==> config.mk <==
export PLATFORM = sky130hd
export DESIGN_NAME = multicycle_control
export DESIGN_NICKNAME = d
export VERILOG_FILES = /design/src/rtl/multicycle_control.sv
export SDC_FILE = /design/constraint.sdc
export NUM_CORES = 1
export LEC_CHECK = 0
export ABC_CLOCK_PERIOD_IN_PS = 1800
export BUFFER_PORTS_ARGS = -buffer_cell sky130_fd_sc_hd__buf_2
export CAP_MARGIN = 20
export CORE_MARGIN = 2
export CORE_UTILIZATION = 30
export CTS_CLUSTER_SIZE = 20
export DETAILED_ROUTE_END_ITERATION = 7
export SYNTH_ARGS = -nofsm -noshare
export SYNTH_HDL_FRONTEND = slang
export SYNTH_SLANG_ARGS = --single-unit
==> constraint.sdc <==
create_clock -name clk -period 1.8 [get_ports clk]
set_clock_uncertainty 0.15 [all_clocks]
set_input_delay 0.09 -clock clk [delete_from_list [all_inputs] [get_ports clk]]
set_output_delay 0.09 -clock clk [all_outputs]
set_load 0.05 [all_outputs]
==> src/rtl/multicycle_control.sv <==
// Main control FSM for the multi-cycle MIPS datapath: Moore decode of state, mem_ready-gated
// fetch/store writes, sticky illegal-opcode flag. Define MC_ADDI_EN to support addi (opcode 001000).
module multicycle_control (
  input  logic       clk,
  input  logic       rst,
  input  logic [5:0] opcode,
  input  logic       mem_ready,
  output logic       pc_write,
  output logic       pc_write_cond,
  output logic       i_or_d,
  output logic       mem_read,
  output logic       mem_write,
  output logic       mem_to_reg,
  output logic       ir_write,
  output logic       reg_dst,
  output logic       reg_write,
  output logic       alu_src_a,
  output logic [1:0] alu_src_b,
  output logic [1:0] alu_op,
  output logic [1:0] pc_source,
  output logic       instr_done,
  output logic       illegal_op,
  output logic [3:0] state
);

  typedef enum logic [3:0] {
    FETCH      = 4'd0,
    DECODE     = 4'd1,
    MEM_ADDR   = 4'd2,
    MEM_READ   = 4'd3,
    MEM_WB     = 4'd4,
    MEM_WRITE  = 4'd5,
    EXECUTE    = 4'd6,
    R_COMPLETE = 4'd7,
    BRANCH     = 4'd8,
    JUMP       = 4'd9,
    ADDI_EXEC  = 4'd10,
    ADDI_WB    = 4'd11
  } state_t;

  localparam logic [5:0] OP_RTYPE = 6'b000000;
  localparam logic [5:0] OP_LW    = 6'b100011;
  localparam logic [5:0] OP_SW    = 6'b101011;
  localparam logic [5:0] OP_BEQ   = 6'b000100;
  localparam logic [5:0] OP_J     = 6'b000010;
  localparam logic [5:0] OP_ADDI  = 6'b001000;

  state_t state_q, state_d;
  logic   illegal_q, illegal_d;
  logic   illegal_set;

  logic pc_write_raw, pc_write_cond_raw, mem_write_raw, ir_write_raw, reg_write_raw, instr_done_raw;

  // State and sticky illegal-opcode register
  always_ff @(posedge clk or posedge rst) begin
    if (rst) begin
      state_q   <= FETCH;
      illegal_q <= 1'b0;
    end else begin
      state_q   <= state_d;
      illegal_q <= illegal_d;
    end
  end

  // Next-state and Moore output decode
  always_comb begin
    state_d           = FETCH;
    illegal_set       = 1'b0;
    pc_write_raw      = 1'b0;
    pc_write_cond_raw = 1'b0;
    mem_write_raw     = 1'b0;
    ir_write_raw      = 1'b0;
    reg_write_raw     = 1'b0;
    instr_done_raw    = 1'b0;
    i_or_d            = 1'b0;
    mem_read          = 1'b0;
    mem_to_reg        = 1'b0;
    reg_dst           = 1'b0;
    alu_src_a         = 1'b0;
    alu_src_b         = 2'b00;
    alu_op            = 2'b00;
    pc_source         = 2'b00;
    case (state_q)
      FETCH: begin
        mem_read     = 1'b1;
        alu_src_b    = 2'b01;
        ir_write_raw = mem_ready;
        pc_write_raw = mem_ready;
        state_d      = mem_ready ? DECODE : FETCH;
      end
      DECODE: begin
        alu_src_b = 2'b11;
        case (opcode)
          OP_RTYPE:      state_d = EXECUTE;
          OP_LW, OP_SW:  state_d = MEM_ADDR;
          OP_BEQ:        state_d = BRANCH;
          OP_J:          state_d = JUMP;
`ifdef MC_ADDI_EN
          OP_ADDI:       state_d = ADDI_EXEC;
`endif
          default: begin
            state_d     = FETCH;
            illegal_set = 1'b1;
          end
        endcase
      end
      MEM_ADDR: begin
        alu_src_a = 1'b1;
        alu_src_b = 2'b10;
        state_d   = (opcode == OP_LW) ? MEM_READ : MEM_WRITE;
      end
      MEM_READ: begin
        mem_read = 1'b1;
        i_or_d   = 1'b1;
        state_d  = mem_ready ? MEM_WB : MEM_READ;
      end
      MEM_WB: begin
        reg_write_raw  = 1'b1;
        mem_to_reg     = 1'b1;
        instr_done_raw = 1'b1;
        state_d        = FETCH;
      end
      MEM_WRITE: begin
        mem_write_raw  = 1'b1;
        i_or_d         = 1'b1;
        instr_done_raw = mem_ready;
        state_d        = mem_ready ? FETCH : MEM_WRITE;
      end
      EXECUTE: begin
        alu_src_a = 1'b1;
        alu_op    = 2'b10;
        state_d   = R_COMPLETE;
      end
      R_COMPLETE: begin
        reg_write_raw  = 1'b1;
        reg_dst        = 1'b1;
        instr_done_raw = 1'b1;
        state_d        = FETCH;
      end
      BRANCH: begin
        alu_src_a         = 1'b1;
        alu_op            = 2'b01;
        pc_write_cond_raw = 1'b1;
        pc_source         = 2'b01;
        instr_done_raw    = 1'b1;
        state_d           = FETCH;
      end
      JUMP: begin
        pc_write_raw   = 1'b1;
        pc_source      = 2'b10;
        instr_done_raw = 1'b1;
        state_d        = FETCH;
      end
`ifdef MC_ADDI_EN
      ADDI_EXEC: begin
        alu_src_a = 1'b1;
        alu_src_b = 2'b10;
        state_d   = ADDI_WB;
      end
      ADDI_WB: begin
        reg_write_raw  = 1'b1;
        instr_done_raw = 1'b1;
        state_d        = FETCH;
      end
`endif
      default: state_d = FETCH;
    endcase
    illegal_d = illegal_q | illegal_set;
  end

  // Write enables drop combinationally with rst so an in-flight store aborts at once
  assign pc_write      = pc_write_raw      & ~rst;
  assign pc_write_cond = pc_write_cond_raw & ~rst;
  assign mem_write     = mem_write_raw     & ~rst;
  assign ir_write      = ir_write_raw      & ~rst;
  assign reg_write     = reg_write_raw     & ~rst;
  assign instr_done    = instr_done_raw    & ~rst;
  assign illegal_op    = illegal_q;
  assign state         = state_q;

endmodule

## Yosys cells after proc, flatten, opt, wreduce, memory -nomap -nowiden

Cells that the tools add are included.
Widths: inputs -> output; s select.

- Mux-type cells: 22
- Bitwise gates (word level): 8
- Equality and inequality tests: 13
- Reductions and logical operators: 9

Operator list:

| kind | count |
|---|---|
| $pmux 4 s6 | 1 |
| $eq 4x3->1 const B | 4 |
| $pmux 4 s4 | 1 |
| $eq 6x6->1 const B | 2 |
| $mux 1 | 12 |
| $mux 3 | 3 |
| $eq 4x2->1 const B | 2 |
| $eq 4x4->1 const B | 2 |
| $pmux 2 s2 | 2 |
| $reduce_or 2->1 | 4 |
| $and 1x1->1 | 6 |
| $eq 6x2->1 const B | 1 |
| $eq 6x3->1 const B | 1 |
| $logic_not 6->1 | 1 |
| $pmux 2 s3 | 1 |
| $reduce_or 5->1 | 1 |
| $eq 4x1->1 const B | 1 |
| $logic_not 4->1 | 1 |
| $pmux 1 s2 | 2 |
| $reduce_or 4->1 | 1 |
| $reduce_or 3->1 | 1 |
| $not 1->1 | 1 |
| $or 1x1->1 | 1 |

- Word-level logic and storage cells: 54
- Flip-flop bits (word level): 5
- Input port bits: 9

## Depth between registers and ports, before layout

- Depth in word-level cells: 5
- Depth in mapped cells: 6
- Gate-level depth less buffers: 4

## Worst setup path before layout

No wires, ideal clock.

- Path kind: reg-to-output
- From: register state_q[0] (netlist: state[0])
- To: output port pc_write
- Buffers on the path: 2
- Slack: -1.107 ns
- Data arrival time: 2.667 ns
- Cell stages (with the launch flop): 6
- Cell sequence: dfrtp_1 > buf_4 > clkbuf_1 > nor3b_1 > a21oi_1 > nor4_1

- Word-level cells in the longest chain between the ends: 3
- Elaborated cells between the ends (all ways): 4
- Those cells by class: eq/ne: 1; mux: 1; bitwise: 1; reduce/logical: 1

RTL lines:

| element | line | RTL |
|---|---|---|
| start: declaration | 48 | `state_t state_q, state_d;` |
| start signal: assignment | 60 | `state_q <= state_d;` |
| $eq 4x4->1 or $logic_not 4->1 (tied branches) | 83 | `case (state_q)` |
| $pmux 1 s2 * | 83 |  |
| $and 1x1->1 * | 172 | `assign pc_write = pc_write_raw & ~rst;` |
| end: declaration | 8 | `output logic pc_write,` |

Every way passes the cells marked *; elsewhere a longest branch is shown, timed or not.

## Worst setup path after layout

- From: register state_q[3] (netlist: state[3])
- To: register state_q[2] (netlist: state[2])

- Word-level cells in the longest chain between the ends: 2
- Elaborated cells between the ends (all ways): 7
- Those cells by class: eq/ne: 5; mux: 1; reduce/logical: 1

RTL lines:

| element | line |
|---|---|
| $eq 4x3->1, or another cell as far along | 83 |
| $pmux 4 s6 * | 83 |
| net state_d[2] | 48 |

Mark *: on every way through the listed nets, which the timed path passes. The rest lies on a longest branch.

==> summary.md <==
| Metric | Value |
|---|---|
| Final wirelength | 1666 um |
| Clock latency on the worst-skew pair | 0.24 ns |
| Yosys top cell by area | dfrtp_1 |
| RSZ-0062 raised after global routing | yes |
| P_int | 0.0003136 W |
| Mapped Area | 530.5 um^2 |
| CP Launch Point | state[3]$_DFF_PP0_ |
| Post-synthesis sequential area ratio | 0.2358 |
| YS warnings | 0 |
| Num CTS Buffers | 3 |
| Clock-pin slew on the worst setup and hold paths | 0.04 ns |
| Mapped Nets | 82 |
| Crit share post-route | 0.9827 |
| Final nets | 129 |
| Wire per inst | 12.25 um |
| Hold EP | state[3]$_DFF_PP0_ |
| PD cells | 530.5 nW/um^2 |
| Leakage | 0.4486 nW |
| Fmax | 0.5653 GHz |
| IO Pins | 31 |
| Maximum clock path buffer count | 2 |
| P_sw | 0.0002241 W |
| Routability cong. | 0.7918 |
| HPWL Detailed | 1285 um |
| Synth area leaders | dfrtp_1 24%, nor3b_1 7.1%, a21oi_1 5.7%, nor3_1 5.7%, nor2_1 5.7% |
| Die width | 46.05 um |
| Worst hold path type | in -> reg |
| Core Area | 1689 um^2 |
| DIE HEIGHT | 46.05 um |
| Final global-route overflow total | 0 |
| Critical Path RT | 1.82 ns |
| Largest net degree at the start of global routing | 12 |
| Final Hold Viols | 0 |
| Power share of the combinational group | 0.532 |
| Crit-path slowest cell | or4b_4 |
| Placed insts | 126 |
| Endpoint class of the critical path | register |
| Crit path max fanout | 3 |
| Initial Utilization | 0.3141 |
| Sw Ratio | 0.4168 |
| Ant diodes | 0 |
| Vias in the first global route | 694 |
| Port bufs | 30 |
| Antenna viol nets, final | 0 |
| Final Max Tran Viols | 0 |
| CTS Sinks | 5 |
| Reg2Reg Launch Point | state[3]$_DFF_PP0_ |
| Slew HR | 0.8156 |
| Final hold slack | 0.04649 ns |
| Fill count | 164 |
| Routed vias/inst | 5.118 |
| Post-Layout Cell Count | 136 |
| Initial antenna violation count | 0 |
| Residual DRC | 0 |
| First-pass GRT wire length | 2746 um |
| R2R Setup Slk | 0.03 ns |
| TritonRoute pass-1 iters | 4 |
| Critical Path Source Type | register |
| Max-Cap Viols | 0 |
| Iteration-0 DRC Markers | 4 |
| CTS root buf | clkbuf_4 |
| Fin worst setup slack | 0.03112 ns |
| Min cycle time layout | 1.769 ns |
| CTS tree | yes |
| Row cnt | 15 |
| Worst Tran Pin Value | 0.2744 ns |
| Launch point of the worst hold path | opcode[4] |
| Crit path DAT | 1.79 ns |
| Yosys top cell area share | 0.2358 |
| Hold Path Depth | 3 |
| Worst r2r dst | state[2]$_DFF_PP0_ |
| Tot Pwr | 0.0005376 W |
| CP max stage delay | 0.50 ns |
| Final setup violation count | 0 |
| Kind of critical path | reg -> reg |
| Mapped Avg Cell Area | 7.267 um^2 |
| Flop pwr share | 0.231 |
| Share of layout cells above drive strength 1 | 0.6218 |
| Post-synthesis cell count | 73 |
| Status | finished, final reports clean |
| Distinct cell type count after synthesis | 33 |
| Gr usage total | 0.1747 |
| R2R cell count | 5 |
| #FFs+latches synth | 5 |
| Setup slack at placement | 0.1029 ns |
| Clock power share | 0.237 |
| H-tree Lvls | 1 |
| Area grow syn2layout | 91.04% |
| Die ar. | 2121 um^2 |
| CP Cell Sequence | buf_4 > or4b_4 > or2_4 > nor4_2 > or3_1 |
| Worst VDD drop | 0.0003632 V |
| Vias | 696 |
==> worst max-delay path by stage <==
stage,endpoint,slack [ns]
finish,state[2]$_DFF_PP0_,0.03
global route,state[2]$_DFF_PP0_,-0.01
CTS,alu_src_b[1],0.02
detailed placement,state[2]$_DFF_PP0_,0.10
global placement,state[2]$_DFF_PP0_,0.15
floorplan,alu_op[0],-0.14
==> cells by family (layout without fill, tap and decap cells) <==
| family | after synthesis | after routing | synth area share |
|---|---|---|---|
| AOI/OAI and AO/OA | 16 | 16 | 0.1887 |
| xor gates and xnor gates | 3 | 3 | 0.04954 |
| DFF | 5 | 5 | 0.2358 |
| buffers and inverters | 8 | 54 | 0.06369 |
| and+or+nand+nor | 41 | 41 | 0.4623 |
==> metal layers <==
layer | global-route usage | vias to the layer above | part of all wire
li1 | - | 351 | -
met1 | 0.1942 | 323 | 0.40
met2 | 0.3361 | 20 | 0.56
met3 | 0.02353 | 2 | 0.029
met4 | 0.05143 | 0 | 0.010
met5 | 0 | - | 0
==> flip-flops by register name, indices dropped and copies added (netlist names) <==
name	flops
illegal_op	1
state	4
==> metrics by stage <==
step                area, um^2    util  setup TNS (ns)
floorplan                646.9       -         -0.7383
global placement         870.8  0.5156               0
detailed placement       870.8  0.5156               0
CTS                      973.4  0.5763               0
global route              1013  0.6000        -0.01586
finish                    1013  0.6000               0
==> cell usage in the layout (no fill, tap or decap), types with 3 or more instances in the layout <==
cell      count
buf_2        19
buf_4        17
clkbuf_4      8
nor2_1        7
buf_6         5
a21oi_1       4
dfrtp_2       4
or3_1         3
nand2_1       3
o21ai_0       3
nor3_4        3
==> final cells by class <==
class | count | area (um^2) | share of cell area
well taps | 17 | 21.27 | 0.02099
clock buffers | 4 | 26.28 | 0.02593
inverters | 2 | 11.26 | 0.01111
flip-flops and latches | 5 | 130.1 | 0.1284
multi-input cells | 60 | 488.0 | 0.4815
repair buffers | 48 | 336.6 | 0.3321
==> critical path, delay by kind of cell (launching register included) <==
kind                   cells  cell delay (ns)
DFF                        1             0.40
buffers and inverters      1             0.14
and+or+nand+nor            4             1.01
==> cells in the mapped netlist (all sizes together) <==
cell type and number:
nor3 6, nor2b 2, buf 1, nor4 3, and4b 1, and2 1
or2b 1, nand2b 2, o21ai 3, o22a 1, nand3 1, a41o 1
or2 3, o22ai 1, o31ai 1, xnor2 2, dfrtp 5, a211oi 1
or3 3, inv 2, o21a 1, nor3b 5, nand2 3, nor2 8
a21o 1, a21oi 6, and3 1, xor2 1, or4b 1, clkbuf 5
==> power by group through the flow <==
| stage | combinational, W | clock [W] | sequential, W |
|---|---|---|---|
| after floorplan | 0.000174 | 0 | 0.000142 |
| after global placement | 0.000260 | 0 | 0.000126 |
| after detailed placement | 0.000260 | 0 | 0.000126 |
| after CTS | 0.000275 | 0.000133 | 0.000124 |
| after global routing | 0.000305 | 0.000140 | 0.000125 |
| final | 0.000286 | 0.000127 | 0.000124 |
==> what timing repair did <==
| item | in CTS | in global routing |
|---|---|---|
| setup endpoints to repair | 8 | 9 |
| endpoints found under the hold margin | 6 | 0 |
| setup buffers | 4 | 0 |
| hold buffers | 2 | 0 |
| gates resized for setup | 8 | 12 |
Note: power is estimated with default switching activity, not from simulation.
